[config.mk]
export PLATFORM = sky130hd
export DESIGN_NAME = two_bit_demux
export DESIGN_NICKNAME = d
export VERILOG_FILES = /design/src/rtl/two_bit_demux.sv
export SDC_FILE = /design/constraint.sdc
export NUM_CORES = 1
export LEC_CHECK = 0
export CORE_MARGIN = 8
export CORE_UTILIZATION = 30
export DETAILED_ROUTE_END_ITERATION = 8
export HOLD_SLACK_MARGIN = 0.08
export PLACE_DENSITY_LB_ADDON = 0.05
export REMOVE_ABC_BUFFERS = 1
export SYNTH_ARGS = -nofsm -noshare
export SYNTH_HDL_FRONTEND = slang
export SYNTH_SLANG_ARGS = --single-unit
[constraint.sdc]
create_clock -name clk -period 3.9 [get_ports clk]
set_input_delay 0.39 -clock clk [delete_from_list [all_inputs] [get_ports clk]]
set_output_delay 0.39 -clock clk [all_outputs]
set_load 0.01 [all_outputs]
[src/rtl/two_bit_demux.sv]
// -----------------------------------------------------------------------------
// two_bit_demux
//
// Routes 2-bit words from one valid/ready input stream to one of two output
// channels. Each channel has its own 2-entry FIFO, so a stalled channel never
// blocks traffic bound for the other one. Every channel also counts the words
// its consumer has taken.
//
// Parameters
//   CNT_W     width of each delivered-word counter (1..16); it wraps silently
//
// Ports
//   clk       clock; all state changes on the rising edge
//   rst_n     asynchronous active-low reset; clears FIFOs, pointers, counters
//   in_data   word to route
//   in_sel    destination: 1 -> channel A, 0 -> channel B
//   in_valid  in_data / in_sel are valid
//   in_ready  the selected FIFO has room (combinational on in_sel)
//   a_data    channel A head word (2'b00 when empty)
//   a_valid   channel A FIFO is non-empty
//   a_ready   channel A consumer takes the head word
//   b_data    channel B head word (2'b00 when empty)
//   b_valid   channel B FIFO is non-empty
//   b_ready   channel B consumer takes the head word
//   a_count   words delivered on channel A
//   b_count   words delivered on channel B
// -----------------------------------------------------------------------------
module two_bit_demux #(
    parameter int CNT_W = 8
) (
    input  logic             clk,
    input  logic             rst_n,
    input  logic [1:0]       in_data,
    input  logic             in_sel,
    input  logic             in_valid,
    output logic             in_ready,
    output logic [1:0]       a_data,
    output logic             a_valid,
    input  logic             a_ready,
    output logic [1:0]       b_data,
    output logic             b_valid,
    input  logic             b_ready,
    output logic [CNT_W-1:0] a_count,
    output logic [CNT_W-1:0] b_count
);

    localparam logic [CNT_W-1:0] CNT_ONE = 1;

    // Channel index 0 is A, index 1 is B.
    logic [1:0]       ch_ready;
    logic [1:0]       ch_valid;
    logic [1:0]       ch_full;
    logic [1:0]       ch_data  [2];
    logic [CNT_W-1:0] ch_count [2];
    logic             accept;

    assign ch_ready = {b_ready, a_ready};

    // Readiness looks only at the FIFO the current word targets. A full FIFO
    // stays not-ready even if it is popped this cycle: no pass-through path.
    assign in_ready = rst_n & ~(in_sel ? ch_full[0] : ch_full[1]);
    assign accept   = in_valid & in_ready;

    genvar gi;
    generate
        for (gi = 0; gi < 2; gi++) begin : g_ch
            // in_sel value that steers a word into this channel
            localparam logic SEL_CODE = (gi == 0) ? 1'b1 : 1'b0;

            logic [1:0]       mem_reg [2];
            logic             wr_ptr_reg;
            logic             rd_ptr_reg;
            logic [1:0]       occ_reg;
            logic [1:0]       occ_next;
            logic [CNT_W-1:0] count_reg;
            logic             push;
            logic             pop;

            assign push = accept & (in_sel == SEL_CODE);
            assign pop  = ch_valid[gi] & ch_ready[gi];

            // Simultaneous push and pop leaves occupancy unchanged.
            always_comb begin
                occ_next = occ_reg;
                if (push && !pop) begin
                    occ_next = occ_reg + 2'd1;
                end else if (!push && pop) begin
                    occ_next = occ_reg - 2'd1;
                end
            end

            always_ff @(posedge clk or negedge rst_n) begin
                if (!rst_n) begin
                    mem_reg[0] <= 2'b00;
                    mem_reg[1] <= 2'b00;
                    wr_ptr_reg <= 1'b0;
                    rd_ptr_reg <= 1'b0;
                    occ_reg    <= 2'd0;
                    count_reg  <= '0;
                end else begin
                    if (push) begin
                        mem_reg[wr_ptr_reg] <= in_data;
                        wr_ptr_reg          <= ~wr_ptr_reg;
                    end
                    if (pop) begin
                        rd_ptr_reg <= ~rd_ptr_reg;
                        count_reg  <= count_reg + CNT_ONE;
                    end
                    occ_reg <= occ_next;
                end
            end

            assign ch_valid[gi] = (occ_reg != 2'd0);
            assign ch_full[gi]  = (occ_reg == 2'd2);
            // Empty FIFO presents zero rather than a stale entry.
            assign ch_data[gi]  = ch_valid[gi] ? mem_reg[rd_ptr_reg] : 2'b00;
            assign ch_count[gi] = count_reg;
        end
    endgenerate

    assign a_valid = ch_valid[0];
    assign a_data  = ch_data[0];
    assign a_count = ch_count[0];
    assign b_valid = ch_valid[1];
    assign b_data  = ch_data[1];
    assign b_count = ch_count[1];

endmodule
## Word level (Yosys, flattened, before mapping)

Cells that the tools add are included.

| storage, ports and cells | value |
|---|---|
| register bits | 32 |
| bits of input ports | 8 |
| output and inout port bits | 23 |

| operators by class | value |
|---|---|
| multiplexer cells | 19 |
| reductions and logical operators | 14 |
| $lt $le $gt $ge | 6 |
| bitwise gates (word level) | 16 |
| eq/ne operators | 2 |
| add/subtract/negate cells | 6 |

Operators by type and width:

| kind | count |
|---|---|
| $mux 2 | 14 |
| $add 8x1->8 const B | 2 |
| $bwmux 4 | 2 |
| $ge 2x2->1 const B | 4 |
| $not 1->2 | 4 |
| $reduce_bool 2->1 | 4 |
| $and 1x1->1 | 6 |
| $logic_and 1x1->1 | 6 |
| $not 1->1 | 6 |
| $add 2x1->2 const B | 2 |
| $demux 2 s1 | 2 |
| $eq 2x2->1 const B | 2 |
| $logic_not 1->1 | 4 |
| $lt 2x1->1 const B | 2 |
| $sub 2x1->2 const B | 2 |
| $mux 1 | 1 |

## Depth between registers and ports, before layout

| logic depth | value |
|---|---|
| depth in word-level cells | 10 |
| depth in mapped cells | 7 |
| depth with buffers taken out | 6 |

## Least setup slack after synthesis

Ideal clock, no wire load.

| path | value |
|---|---|
| path kind | reg-to-reg |
| start point | register g_ch[1].occ_reg[0] |
| end point | register g_ch[1].occ_reg[1] |
| arrival time | 1.258 ns |
| clock period less this slack | 1.384 ns |
| cell stages (with the launch flop) | 7 |
| library setup time | 0.125 ns |
| path slack | 2.516 ns |
| buffers on the path | 0 |
| cell sequence | dfrtp_1 o21a_2 inv_2 ha_1 xor2_1 nor2_1 xor2_1 |

| between the ends | value |
|---|---|
| cells in the longest elaborated chain, start to end | 9 |

RTL lines:

| item | line | RTL |
|---|---|---|
| from (decl) | 73 | `logic [1:0] occ_reg;` |
| from (signal assigned) | 109 | `occ_reg <= occ_next;` |
| $eq 2x2->1 | 114 | `assign ch_full[gi] = (occ_reg == 2'd2);` |
| $mux 1 | 61 | `assign in_ready = rst_n & ~(in_sel ? ch_full[0] : ch_full[1]);` |
| $not 1->1 | 61 |  |
| $and 1x1->1 | 61 |  |
| $and 1x1->1 | 62 | `assign accept = in_valid & in_ready;` |
| $and 1x1->1 | 79 | `assign push = accept & (in_sel == SEL_CODE);` |
| $logic_not 1->1 | 87 | `end else if (!push && pop) begin` |
| $logic_and 1x1->1 | 87 |  |
| $reduce_bool 2->1 (no source line) | - |  |

Several ways; a longest one is shown, not always the timed one. The select of a mux whose other input is x is not followed.
A chain may end at the register's enable or synchronous reset.

## Worst setup path in the final report

| path | value |
|---|---|
| start point | input rst_n |
| end point | output in_ready |

| between the ends | value |
|---|---|
| cells in the longest elaborated chain, start to end | 1 |

RTL lines:

| item | line | RTL |
|---|---|---|
| from (decl) | 32 | `input logic rst_n,` |
| $and 1x1->1 | 61 |  |
| to (decl) | 36 | `output logic in_ready,` |

Every way passes these cells.

==> impl_metrics.tcl <==
set metrics [dict create \
    hold_violations 0 \
    synthCells 125 \
    clock_sinks 32 \
    num_rows 25 \
    antenna_cells 0 \
    synth_area_leaders "dfrtp_1 (53%), xor2_1 (8.8%), xnor2_1 (5.3%)" \
    port_buffers 30 \
    grt_overflow_total 0 \
    worstPathRequired_ns 3.51 \
    postRouteAntennaNets 0 \
    rsz0062_at_grt "no" \
    clk_pin_slew_worst_paths_ns 0.06 \
    synth_top_cell_by_area "dfrtp_1" \
    wl_um 2950 \
    fin_skew_ns 0.00442 \
    ys_seq_area_share_pct 53.4 \
    ys_types 25 \
    path_cells "clkdlybuf4s50_1, buf_4, and2_1, clkdlybuf4s50_1" \
    status "finished, final reports clean" \
    wl_per_cell_um 12.9 \
    power_mw 1.57 \
    startpoint_type "primary input" \
    min_path_type "reg -> reg" \
    grt_max_degree 36 \
    fin_nets 174 \
    crit_family "buffers and inverters" \
    viasPerCell 4.31 \
    synth_warnings 0 \
    core_region_area_mm2 0.00479 \
    die_area_mm2 0.00752 \
    fin_crit_sh_pct 60.1 \
    initialDrtViolationCount 22 \
    die_y_um 86.7 \
    grtUsageTotal_pct 8.75 \
    min_period_ns 2.34 \
    cp_slowest_cell "clkdlybuf4s50_1" \
    critPathMaxStageDelay_ns 0.53 \
    cts_buffers 5 \
    fin_setup_tns_ns 0 \
    avgSynthCellArea_um2 12.0 \
    first_global_vias 1070 \
    setup_viol 0 \
    path_class "in -> out" \
    cp_max_fo 35 \
    p_leak_nw 0.901 \
    cts_resized 0 \
    clk_latency_ns 0.28 \
    maxSlewViolCount 0 \
    synth.cell_area_mm2 0.00150 \
    start_util_pct 31.3 \
    max-vdd-ir-drop_uv 299 \
    filler_cell_count 479 \
    synth_seq_cells 32 \
    tightest_slew_ns 0.437 \
    cts-root-buf "clkbuf_8" \
    num_vias 986 \
    die_width_um 86.7 \
    placed_area_mm2 0.00188 \
    synth_top_area_share_pct 53.4 \
    cts_htree_levels 2 \
    drive_gt1_share_pct 15.4 \
    drt-pass1-iter-count 3 \
    stdcell_area_mm2 0.00198 \
    drcViolationCount 0 \
    cts_buffer_depth 2 \
    crit_buf_inv 3 \
    postCtsSetupBuffers 0 \
    cts_hold_buf 0 \
    cts_tree "done" \
    timing.fmax_mhz 427 \
    crit_arrival_ns 1.95 \
    power_density_mw_per_mm2 791 \
    hpwlAfterDp_um 2200 \
    cpMostUsedCell "clkdlybuf4s50_1" \
    place_congestion 0.665 \
    cap_violations 0 \
    maxSlewHeadroom_pct 70.9 \
    grt_pass1_wl_um 5070 \
    pin_count 31 \
    antenna_found_initial 0 \
    area_delta_synth_final_pct 32.0 \
    end_kind "output pin" \
]
-- final cells by class --
cell class	instances	area (um2)	area share (%)
multi-input combinational	88	677	34.2
timing repair buffer	31	308	15.5
inverter	4	15.0	0.758
sequential	32	801	40.4
tap	67	83.8	4.23
clock buffer	7	96.3	4.86
-- logic make-up after synthesis --
logic type | synth area share (%)
adders and majority gates | 3.34
DFF | 53.4
and+or+nand+nor | 14.7
AOI/OAI and AO/OA | 2.00
xor gates and xnor gates | 14.0
muxes | 11.1
buffers and inverters | 1.50
-- stage by stage --
stage	setup WS, ns	util [%]	hold slack, ns	std cells
finish	1.56	41.4	0.470	229
global route	1.43	41.4	0.487	229
CTS	1.51	41.4	0.472	229
detailed placement	1.50	39.4	0.461	222
global placement	1.52	39.4	0.457	222
floorplan	2.51	-	0.0944	124
-- metal layers --
metal / vias to the layer above / GRT usage, % / part of all wire, %
met5: - / 0 / 0
met4: 0 / 4.23 / 1.9
met3: 6 / 3.97 / 6.5
met2: 20 / 14.3 / 47
met1: 473 / 9.37 / 44
li1: 487 / - / -
-- worst register-to-register path, cell delays in order, from the launching register on --
cell	delay, ns
dfrtp_1	0.44
o21a_2	0.29
inv_2	0.15
ha_1	0.18
xor2_1	0.15
nor2_1	0.06
xor2_1	0.13
-- path summary, 6_finish.rpt --
check / start / to / slack [ns] / cells past startpoint
worst max register to register: g_ch[1].occ_reg[0] / g_ch[1].occ_reg[1] / 2.39 / 6
max in group asynchronous: rst_n / g_ch[0].wr_ptr_reg / 3.07 / 2
min in group asynchronous: rst_n / g_ch[0].rd_ptr_reg / 0.52 / 2
worst min register to register: b_count[7] / b_count[7] / 0.47 / 1
worst min-delay path: b_count[7] / b_count[7] / 0.47 / 1
worst max-delay path: rst_n / in_ready / 1.56 / 4
-- layout by cell type (no fill, tap or decap), drive strengths merged, types with 2 or more instances in the layout --
| cell | Yosys | final |
|---|---|---|
| xor2 | 15 | 15 |
| inv | 4 | 4 |
| or3b | 2 | 2 |
| nor3 | 6 | 6 |
| nand2 | 10 | 10 |
| clkdlybuf4s50 | 0 | 30 |
| mux2i | 5 | 5 |
| nor2 | 14 | 14 |
| mux2 | 9 | 9 |
| ha | 4 | 4 |
| clkbuf | 0 | 7 |
| xnor2 | 9 | 9 |
| nor2b | 2 | 2 |
| nand3 | 2 | 2 |
| dfrtp | 32 | 32 |
| nand4 | 3 | 3 |
-- synthesized netlist by cell type (all sizes together) --
| cell type | instances |
|---|---|
| nand3 | 2 |
| mux2i | 5 |
| mux2 | 9 |
| nand2 | 10 |
| nor3 | 6 |
| o21a | 1 |
| buf | 1 |
| inv | 4 |
| xor2 | 15 |
| and2 | 1 |
| nor2 | 14 |
| nor2b | 2 |
| and3 | 1 |
| nand4 | 3 |
| o21ai | 1 |
| dfrtp | 32 |
| or3b | 2 |
| nand3b | 1 |
| xnor2 | 9 |
| o211ai | 1 |
| ha | 4 |
| nor4 | 1 |
-- where the power goes --
part	internal, mW	total [mW]	switching (mW)
Combinational	0.389	0.646	0.258
Sequential	0.481	0.646	0.165
Clock	0.157	0.273	0.116
No activity file was read; power rests on OpenSTA's default activity.
